**config.mk**
```make
export PLATFORM = sky130hd
export DESIGN_NAME = simple
export DESIGN_NICKNAME = d
export VERILOG_FILES = /design/src/rtl/simple_pkg.sv /design/src/rtl/simple_if.sv /design/src/rtl/simple_gate_bank.sv /design/src/rtl/simple.sv
export SDC_FILE = /design/constraint.sdc
export NUM_CORES = 1
export LEC_CHECK = 0
export ABC_AREA = 1
export BUFFER_PORTS_ARGS = -buffer_cell sky130_fd_sc_hd__buf_2
export CORE_AREA = 10 10 47 49
export DETAILED_ROUTE_END_ITERATION = 8
export DIE_AREA = 0 0 57 59
export GPL_ROUTABILITY_DRIVEN = 0
export GPL_TIMING_DRIVEN = 1
export SETUP_SLACK_MARGIN = 0.5
export SYNTH_ARGS = -nofsm -noshare
export SYNTH_HDL_FRONTEND = slang
export SYNTH_HIERARCHICAL = 1
export SYNTH_SLANG_ARGS = --single-unit
```
**constraint.sdc**
```tcl
create_clock -name clk -period 0.8 [get_ports clk]
set_input_delay 0.16 -clock clk [delete_from_list [all_inputs] [get_ports clk]]
set_output_delay 0.16 -clock clk [all_outputs]
set_load 0.01 [all_outputs]
```
**src/rtl/simple_pkg.sv**
```systemverilog
// Shared constants and types for the simple gate block.
// One result lane carries the AND, OR and NOT outputs of a single bit position.
package simple_pkg;

    localparam int SIMPLE_WIDTH = 1;

    typedef struct packed {
        logic and_b;
        logic or_b;
        logic not_b;
    } result_lane_t;

endpackage

```
**src/rtl/simple_if.sv**
```systemverilog
// Operand/result bus of the simple gate block: master drives operands, slave returns results.
// The gate modport is the purely combinational view used by the gate bank.
interface simple_if import simple_pkg::*; #(
    parameter int WIDTH = SIMPLE_WIDTH
);

    logic [WIDTH-1:0] A;
    logic [WIDTH-1:0] B;
    logic [WIDTH-1:0] O1;
    logic [WIDTH-1:0] O2;
    logic [WIDTH-1:0] O3;
    logic             chg;

    modport master (output A, B, input O1, O2, O3, chg);
    modport slave  (input A, B, output O1, O2, O3, chg);
    modport gate   (input A, B, output O1, O2, O3);

endinterface

```
**src/rtl/simple_gate_bank.sv**
```systemverilog
// Bitwise AND / OR / NOT of the operands; purely combinational, latency 0, no flow control.
module simple_gate_bank (
    simple_if.gate bus
);

    assign bus.O1 = bus.A & bus.B;
    assign bus.O2 = bus.A | bus.B;
    assign bus.O3 = ~bus.A;

endmodule

```
**src/rtl/simple.sv**
```systemverilog
// Gate bank plus optional output register and a registered change pulse.
// Latency 1 (REGISTERED=1) or 0 (REGISTERED=0); one result per cycle, no backpressure.
module simple import simple_pkg::*; #(
    parameter int WIDTH      = SIMPLE_WIDTH,
    parameter int REGISTERED = 1
) (
    input  logic             clk,
    input  logic             rst_n,
    input  logic [WIDTH-1:0] A,
    input  logic [WIDTH-1:0] B,
    output logic [WIDTH-1:0] O1,
    output logic [WIDTH-1:0] O2,
    output logic [WIDTH-1:0] O3,
    output logic             chg
);

    simple_if #(.WIDTH(WIDTH)) gate_bus ();

    result_lane_t [WIDTH-1:0] res_d;
    result_lane_t [WIDTH-1:0] res_q;
    result_lane_t [WIDTH-1:0] res_o;
    logic                     chg_q;
    logic                     primed_q;

    assign gate_bus.A   = A;
    assign gate_bus.B   = B;
    assign gate_bus.chg = chg_q;

    simple_gate_bank u_gates (
        .bus(gate_bus)
    );

    always_comb begin
        res_d = '0;
        for (int i = 0; i < WIDTH; i++) begin
            res_d[i].and_b = gate_bus.O1[i];
            res_d[i].or_b  = gate_bus.O2[i];
            res_d[i].not_b = gate_bus.O3[i];
        end
    end

    // res_q is also the previous-cycle gate result, so it feeds change detection in both modes;
    // primed_q keeps the first load after reset from being reported as a change.
    always_ff @(posedge clk or negedge rst_n) begin
        if (!rst_n) begin
            res_q    <= '0;
            chg_q    <= 1'b0;
            primed_q <= 1'b0;
        end else begin
            res_q    <= res_d;
            chg_q    <= primed_q && (res_d != res_q);
            primed_q <= 1'b1;
        end
    end

    assign res_o = (REGISTERED != 0) ? res_q : res_d;

    always_comb begin
        O1 = '0;
        O2 = '0;
        O3 = '0;
        for (int i = 0; i < WIDTH; i++) begin
            O1[i] = res_o[i].and_b;
            O2[i] = res_o[i].or_b;
            O3[i] = res_o[i].not_b;
        end
    end

    assign chg = chg_q;

endmodule

```
* Yosys cells after proc, flatten, opt, wreduce, memory -nomap -nowiden
Cells that the tools add are included.
Widths: inputs -> output; s select.
** Operators by class
- Shift operators :: 0
- Reduce and logical (&&, ||, !) cells :: 1
- Equal/unequal tests :: 1
- Div/mod/pow operators :: 0
- Add/subtract/negate cells :: 0
- Muxes and demuxes :: 0
- $lt $le $gt $ge :: 0
- $mul :: 0
- Bitwise operators :: 3
** Operator list (number)
- $ne 3x3->1 :: 1
- $and 1x1->1 :: 1
- $logic_and 1x1->1 :: 1
- $not 1->1 :: 1
- $or 1x1->1 :: 1
** Word-level totals
- Word-level logic and storage cells :: 10
- Output and inout bits :: 4
- Bits in read-only memories :: 0
- Bits in latches :: 0
- Memory bits (writable) :: 0
- Input port bits :: 4
- Memories kept :: 0
- Register bits after elaboration :: 5

* Depth between registers and ports, before layout
Gate-level depths: netlist (run 1).
- Depth after elaboration :: 3
- Mapped depth :: 8
- Mapped depth without buffers :: 8

* Hierarchy
Netlist (run 1), hierarchy kept.
** By module, submodules not included
- simple :: area each 190.2 µm², sequential area each 125.1 µm², cells an instance 21, times used 1
- simple_gate_bank :: area each 21.3 µm², sequential area each 0.0 µm², cells an instance 5, times used 1

* Least setup slack after synthesis (run 1)
No wires, ideal clock.
- Path type :: reg2reg
- From :: register res_q (netlist bit O2)
- To :: register chg_q (netlist: chg)
- Required time :: 0.685 ns
- Stages on the path, launching flop included :: 7
- Library setup time :: 0.115 ns
- Setup slack :: -0.010 ns
- Clock period less this slack :: 0.810 ns
- Data arrival time :: 0.694 ns
- Buffers on the path :: 0
- Cells stage by stage :: dfrtp_1 inv_1 nand2_1 nand2_1 nand2_1 nor2_1 nor2_1
** Between the ends
- Word-level cells in the longest chain between the ends :: 2
** RTL lines
- start: declaration :: RTL line simple.sv:20 : result_lane_t [WIDTH-1:0] res_q;
- start signal: assignment :: RTL line simple.sv:50 : res_q <= res_d;
- $ne 3x3->1 :: RTL line simple.sv:51 : chg_q <= primed_q && (res_d != res_q);
- $logic_and 1x1->1 :: RTL line simple.sv:51
- end signal: assignment :: RTL line simple.sv:51
- end: declaration :: RTL line simple.sv:22 : logic chg_q;
Every way passes these cells.

* Final worst setup path (run 1)
- From :: register res_q (netlist bit O2)
- To :: output O2
** RTL lines
- end: declaration :: RTL line simple.sv:12 : output logic [WIDTH-1:0] O2,
No word-level cell between the ends.

==> metrics, run 1 <==
result of the run finished, violations left; violations in the final reports negative hold slack, negative setup slack; MaxCap Viol Count 0; Post-DRT Antenna Nets 0; total negative setup slack -493 ps; post-synthesis cell count 26; worst stage delay on the critical path approximately 390 ps; distinct cell type count after synthesis 8; Peak Freq between 1000 and 1500 MHz; Worst Path Required between 600 and 700 ps; slack of the critical path -126 ps; global route overflow 0; number of endpoints failing setup at the final stage 5; CP Cell Sequence buf_2; net count of the mapped netlist 30; routed length per placed instance around 7.6 um; area share of the leading cell type in the synthesized netlist 0.592; CP startpoint kind register; origin of the critical flop-to-flop path O1$_DFF_PN0_; placeable core region between 0.001 and 0.0015 mm2; Top-Level Pins 8; number of levels in the clock H-tree 1; leakage component of the power between 0.2 and 0.25 nW; Routed Wire Length slightly above 400 um; total vias in the final route around 180; synthesized area per cell just over 8 um2; wire length of the first global-routing pass 759 um; antenna violations before repair 0; synthesis-to-finish area growth 68.6%; clk slew on worst S/H paths 50 ps; power density normalized to cell area 1870 mW/mm2; DRC violation count after routing 0; Layout Nets between 40 and 50; delay-heaviest family, CP flip-flops; top post-synthesis cells by count sky130_fd_sc_hd__nand2_1 (8), sky130_fd_sc_hd__inv_1 (7), sky130_fd_sc_hd__dfrtp_1 (5); depth of the worst register-to-register path 4; grt met2 use 0.0481; Synth Flop Type sky130_fd_sc_hd__dfrtp_1; Worst setup EP type output pin; Reg2Reg Capture Point chg$_DFF_PN0_; deepest clock path buffer count 2; layer carrying the most global-route usage met2; number of antenna diodes 0; count of port buffers added during placement 7; layout cells sized above 1 0.421; worst endpoint data arrival time around 770 ps; maximum VDD drop between 0.5 and 0.6 mV; proportion of register bits with asynchronous set or reset after synthesis 1.00; warnings from Yosys 6; HP Class input pin to async pin; number of synthesized register bits 5; largest area contributor in the netlist sky130_fd_sc_hd__dfrtp_1; row count 14; EDFF count, synth 0; initial cell density of the core 0.151; Die Span X about 57 um; post-DR vias/cell between 3 and 4; number of hold-slack violations in the final timing report 5; count of fill cells added during filler insertion around 160; minimum hold slack -275 ps; first drt pass iteration count 4; number of global-route vias before repair 200; TritonCTS clock tree built; cell types occupying the most area after synthesis sky130_fd_sc_hd__dfrtp_1 (59%), sky130_fd_sc_hd__nand2_1 (14%), sky130_fd_sc_hd__inv_1 (12%); total routing usage reported by global routing 0.0316; count leader, synth sky130_fd_sc_hd__nand2_1; share of the cycle needed by the critical path after routing 1.16; pin count of the biggest net entering global routing 6; Clock Sink Count 5; register area share after synthesis 0.592; Max Fanout on Critical Path 3; met1 usage 0.0240; hpwl dp around 360 um; Die Area 0.00336 mm2; area of the mapped netlist between 200 and 250 um2; CTS Root Cell sky130_fd_sc_hd__clkbuf_4; number of buffers created by CTS 3; post-route clock skew 4.32 ps; Post-Place Cell Area roughly 310 um2; met3 usage in global routing 0.0343; clock latency on the worst-skew pair around 240 ps; final number of max-transition violations 0; final cell area excluding filler cells 357 um2; minimum setup slack among reg-to-reg paths -50 ps; DIE HEIGHT approximately 60 um; setup repair after global routing missed its margin true; slowest CP cell sky130_fd_sc_hd__dfrtp_1; buffer and inverter count on the worst path 1; type of the setup path with the least slack register to output pin; min cycle time layout just over 900 ps; violation count after the first detailed-route iteration 5
kinds of logic after synthesis:
| kind of cell | Yosys count | synth area share |
|---|---|---|
| other | 1 | 0.0177 |
| xor gates and xnor gates | 1 | 0.0414 |
| buffers and inverters | 8 | 0.142 |
| and+or+nand+nor | 11 | 0.207 |
| DFF | 5 | 0.592 |
registers in the layout, summed over array words and instances (netlist names):
register and flops:
O3 1, chg 1, O2 1, primed_q 1
O1 1
where the power goes:
group | switching (mW) | internal, mW
clock | 0.101 | 0.188
sequential | 0.00730 | 0.268
combinational | 0.0546 | 0.0462
cell usage in the layout (no fill, tap or decap), types with 2 or more instances in the layout:
cell type	Yosys	layout
sky130_fd_sc_hd__nand2_1	8	7
sky130_fd_sc_hd__dfrtp_1	5	5
sky130_fd_sc_hd__inv_1	7	5
sky130_fd_sc_hd__clkbuf_4	0	4
sky130_fd_sc_hd__buf_2	0	4
sky130_fd_sc_hd__nor2_1	2	2
sky130_fd_sc_hd__buf_6	0	2
sky130_fd_sc_hd__nand2_4	0	2
worst max path at each step:
| stage | start | end | slack [ps] | cells past startpoint |
|---|---|---|---|---|
| final | O2$_DFF_PN0_ | O2 | -130 | 1 |
| after global routing | O2$_DFF_PN0_ | O2 | -170 | 1 |
| after CTS | O2$_DFF_PN0_ | O2 | -140 | 1 |
| after detailed placement | A | chg$_DFF_PN0_ | -90 | 8 |
| after global placement | A | chg$_DFF_PN0_ | -60 | 9 |
| after floorplan | O2$_DFF_PN0_ | chg$_DFF_PN0_ | -10 | 6 |
metal layers:
| metal | vias up | part of all wire |
|---|---|---|
| met3 | 0 | 0.18 |
| met1 | 78 | 0.36 |
| li1 | 91 | - |
| met2 | 9 | 0.46 |
| met5 | - | 0 |
| met4 | 0 | 0 |
area by class of cell:
type,count,area [um2],area share
clock buffers,4,26.3,0.0737
inverters,8,58.8,0.165
multi-input cells,13,68.8,0.193
flip-flops and latches,5,125,0.351
well taps,16,20.0,0.0561
repair buffers,8,57.6,0.161
worst reg2reg max path, delay by kind of cell (launching register included):
family	cells	cell delay, ps
DFF	1	370
xor gates and xnor gates	1	130
and+or+nand+nor	2	130
buffers and inverters	1	110
stage by stage:
stage          power, mW  hold slack (ps)  worst slack, ps  std cells   util
4_1_cts            0.678             -281             -140         54  0.248
3_3_place_gp       0.367            -20.6            -61.2         49  0.220
3_5_place_dp       0.370            -19.1            -86.1         49  0.220
6_report           0.666             -275             -126         54  0.254
5_1_grt            0.725             -281             -173         54  0.254
2_1_floorplan      0.327             -136            -9.97         26      -
repair_timing:
action | 4_1_cts | 5_1_grt
buffers inserted | 1 | 0
setup endpoints to repair | 7 | 6
resized for setup | 2 | 2
pin swaps | 3 | 0
hold endpoints to repair | 5 | 5
Note: power is estimated with default switching activity, not from simulation.
==> run 2, diff against run 1 <==
--- a/config.mk
+++ b/config.mk
@@ -7,12 +7,13 @@
 export LEC_CHECK = 0
 export ABC_AREA = 1
 export BUFFER_PORTS_ARGS = -buffer_cell sky130_fd_sc_hd__buf_2
-export CORE_AREA = 10 10 47 49
+export CORE_AREA = 3 3 40 42
 export DETAILED_ROUTE_END_ITERATION = 8
-export DIE_AREA = 0 0 57 59
+export DIE_AREA = 0 0 43 45
 export GPL_ROUTABILITY_DRIVEN = 0
 export GPL_TIMING_DRIVEN = 1
 export SETUP_SLACK_MARGIN = 0.5
+export SKIP_CTS_REPAIR_TIMING = 1
 export SYNTH_ARGS = -nofsm -noshare
 export SYNTH_HDL_FRONTEND = slang
 export SYNTH_HIERARCHICAL = 1
==> metrics, run 2 (synthesis results as in run 1) <==
result of the run finished, violations left; violations in the final reports negative hold slack, negative setup slack; Layout Nets 43; final number of max-transition violations 0; slack of the critical path -125 ps; delay-heaviest family, CP flip-flops; global route overflow 0; synthesis-to-finish area growth 62.1%; initial cell density of the core 0.165; buffer and inverter count on the worst path 1; CP Cell Sequence buf_2; TritonCTS clock tree built; number of hold-slack violations in the final timing report 5; placeable core region around 0.0013 mm2; Die Span X roughly 43 um; share of the cycle needed by the critical path after routing 1.16; DIE HEIGHT roughly 45 um; CTS Root Cell sky130_fd_sc_hd__clkbuf_4; Top-Level Pins 8; number of antenna diodes 0; HP Class input pin to async pin; clock latency on the worst-skew pair about 240 ps; total vias in the final route 178; MaxCap Viol Count 0; hpwl dp about 300 um; first drt pass iteration count 2; count of port buffers added during placement 7; routed length per placed instance 6.68 um; type of the setup path with the least slack register to output pin; power density normalized to cell area 1940 mW/mm2; number of levels in the clock H-tree 1; maximum VDD drop 0.483 mV; Peak Freq between 1000 and 1500 MHz; setup repair after global routing missed its margin true; post-DR vias/cell approximately 3.4; minimum hold slack -280 ps; worst stage delay on the critical path 380 ps; Post-DRT Antenna Nets 0; count of fill cells added during filler insertion 145; layout cells sized above 1 0.421; row count 13; Routed Wire Length 354 um; number of global-route vias before repair ~190; min cycle time layout roughly 900 ps; deepest clock path buffer count 2; pin count of the biggest net entering global routing 6; Max Fanout on Critical Path 3; number of buffers created by CTS 3; post-route clock skew approximately 3.5 ps; worst slack, placed -81.5 ps; clk slew on worst S/H paths 50 ps; worst endpoint data arrival time about 770 ps; Clock Sink Count 5; leading cell type in the layout, fill and taps excluded sky130_fd_sc_hd__nand2_1; slowest CP cell sky130_fd_sc_hd__dfrtp_1; DRC violation count after routing 0; CP startpoint kind register; leakage component of the power between 0.2 and 0.25 nW; Die Area 0.00194 mm2; most used cells in the layout excluding fill and tap cells sky130_fd_sc_hd__nand2_1 (7), sky130_fd_sc_hd__buf_2 (6), sky130_fd_sc_hd__dfrtp_1 (5), sky130_fd_sc_hd__inv_1 (5), sky130_fd_sc_hd__clkbuf_4 (3); Worst setup EP type output pin; Worst Path Required around 640 ps; wire length of the first global-routing pass just under 700 um; total routing usage reported by global routing 0.0562; antenna violations before repair 0; violation count after the first detailed-route iteration 1; number of endpoints failing setup at the final stage 5
[run 2: cell count changes in the layout (fill, tap and decap cells not counted)]
cell / delta
sky130_fd_sc_hd__clkbuf_4: -1
sky130_fd_sc_hd__buf_6: -2
sky130_fd_sc_hd__buf_2: +2
sky130_fd_sc_hd__buf_4: +1
[run 2: area by class of cell]
class	count	area [um2]	area share
Timing Repair Buffer	8	45.0	0.131
Inverter	8	58.8	0.172
Tap cell	15	18.8	0.0547
Sequential cell	5	125	0.365
Multi-Input combinational cell	13	68.8	0.201
Clock buffer	4	26.3	0.0766
[run 2: worst register-to-register path, stage by stage, from the launching register on]
cell and delay (ps):
sky130_fd_sc_hd__dfrtp_1 380, sky130_fd_sc_hd__buf_4 130, sky130_fd_sc_hd__nand2_1 40, sky130_fd_sc_hd__nand2_1 50, sky130_fd_sc_hd__nand2_1 60, sky130_fd_sc_hd__nor2_1 40, sky130_fd_sc_hd__nor2_1 70
[run 2: path summary, 6_finish.rpt]
path                                     from       endpoint  slack [ps]  cells after the start
hold reg to reg            primed_q$_DFF_PN0_  chg$_DFF_PN0_         470                      2
min in group clk                            A   O3$_DFF_PN0_         160                      2
setup reg to reg                 O2$_DFF_PN0_  chg$_DFF_PN0_         -40                      6
setup / recovery                 O2$_DFF_PN0_             O2        -130                      1
hold / removal                          rst_n   O2$_DFF_PN0_        -280                      1
max in group asynchronous               rst_n   O1$_DFF_PN0_         950                      1
[run 2: metrics by stage]
stage               power (mW)  setup TNS (ps)  instances  utilization  area [um2]
floorplan                0.327           -9.97         26            -         253
global placement         0.366           -59.9         48        0.239         307
detailed placement       0.368           -81.5         48        0.239         307
CTS                      0.679            -527         52        0.259         333
global route             0.716            -703         53        0.267         343
finish                   0.665            -483         53        0.267         343
[run 2: metal layers]
layer  share of wire  global-route usage
met1            0.36              0.0468
met2            0.46              0.0778
met3            0.13              0.0279
met4           0.042              0.0904
met5               0                   0
[run 2: where the power goes]
part           switching (mW)  internal (mW)  leakage (nW)
sequential            0.00595          0.268        0.0585
clock                   0.109          0.189        0.0150
combinational          0.0537         0.0388         0.136
total                   0.169          0.496         0.209
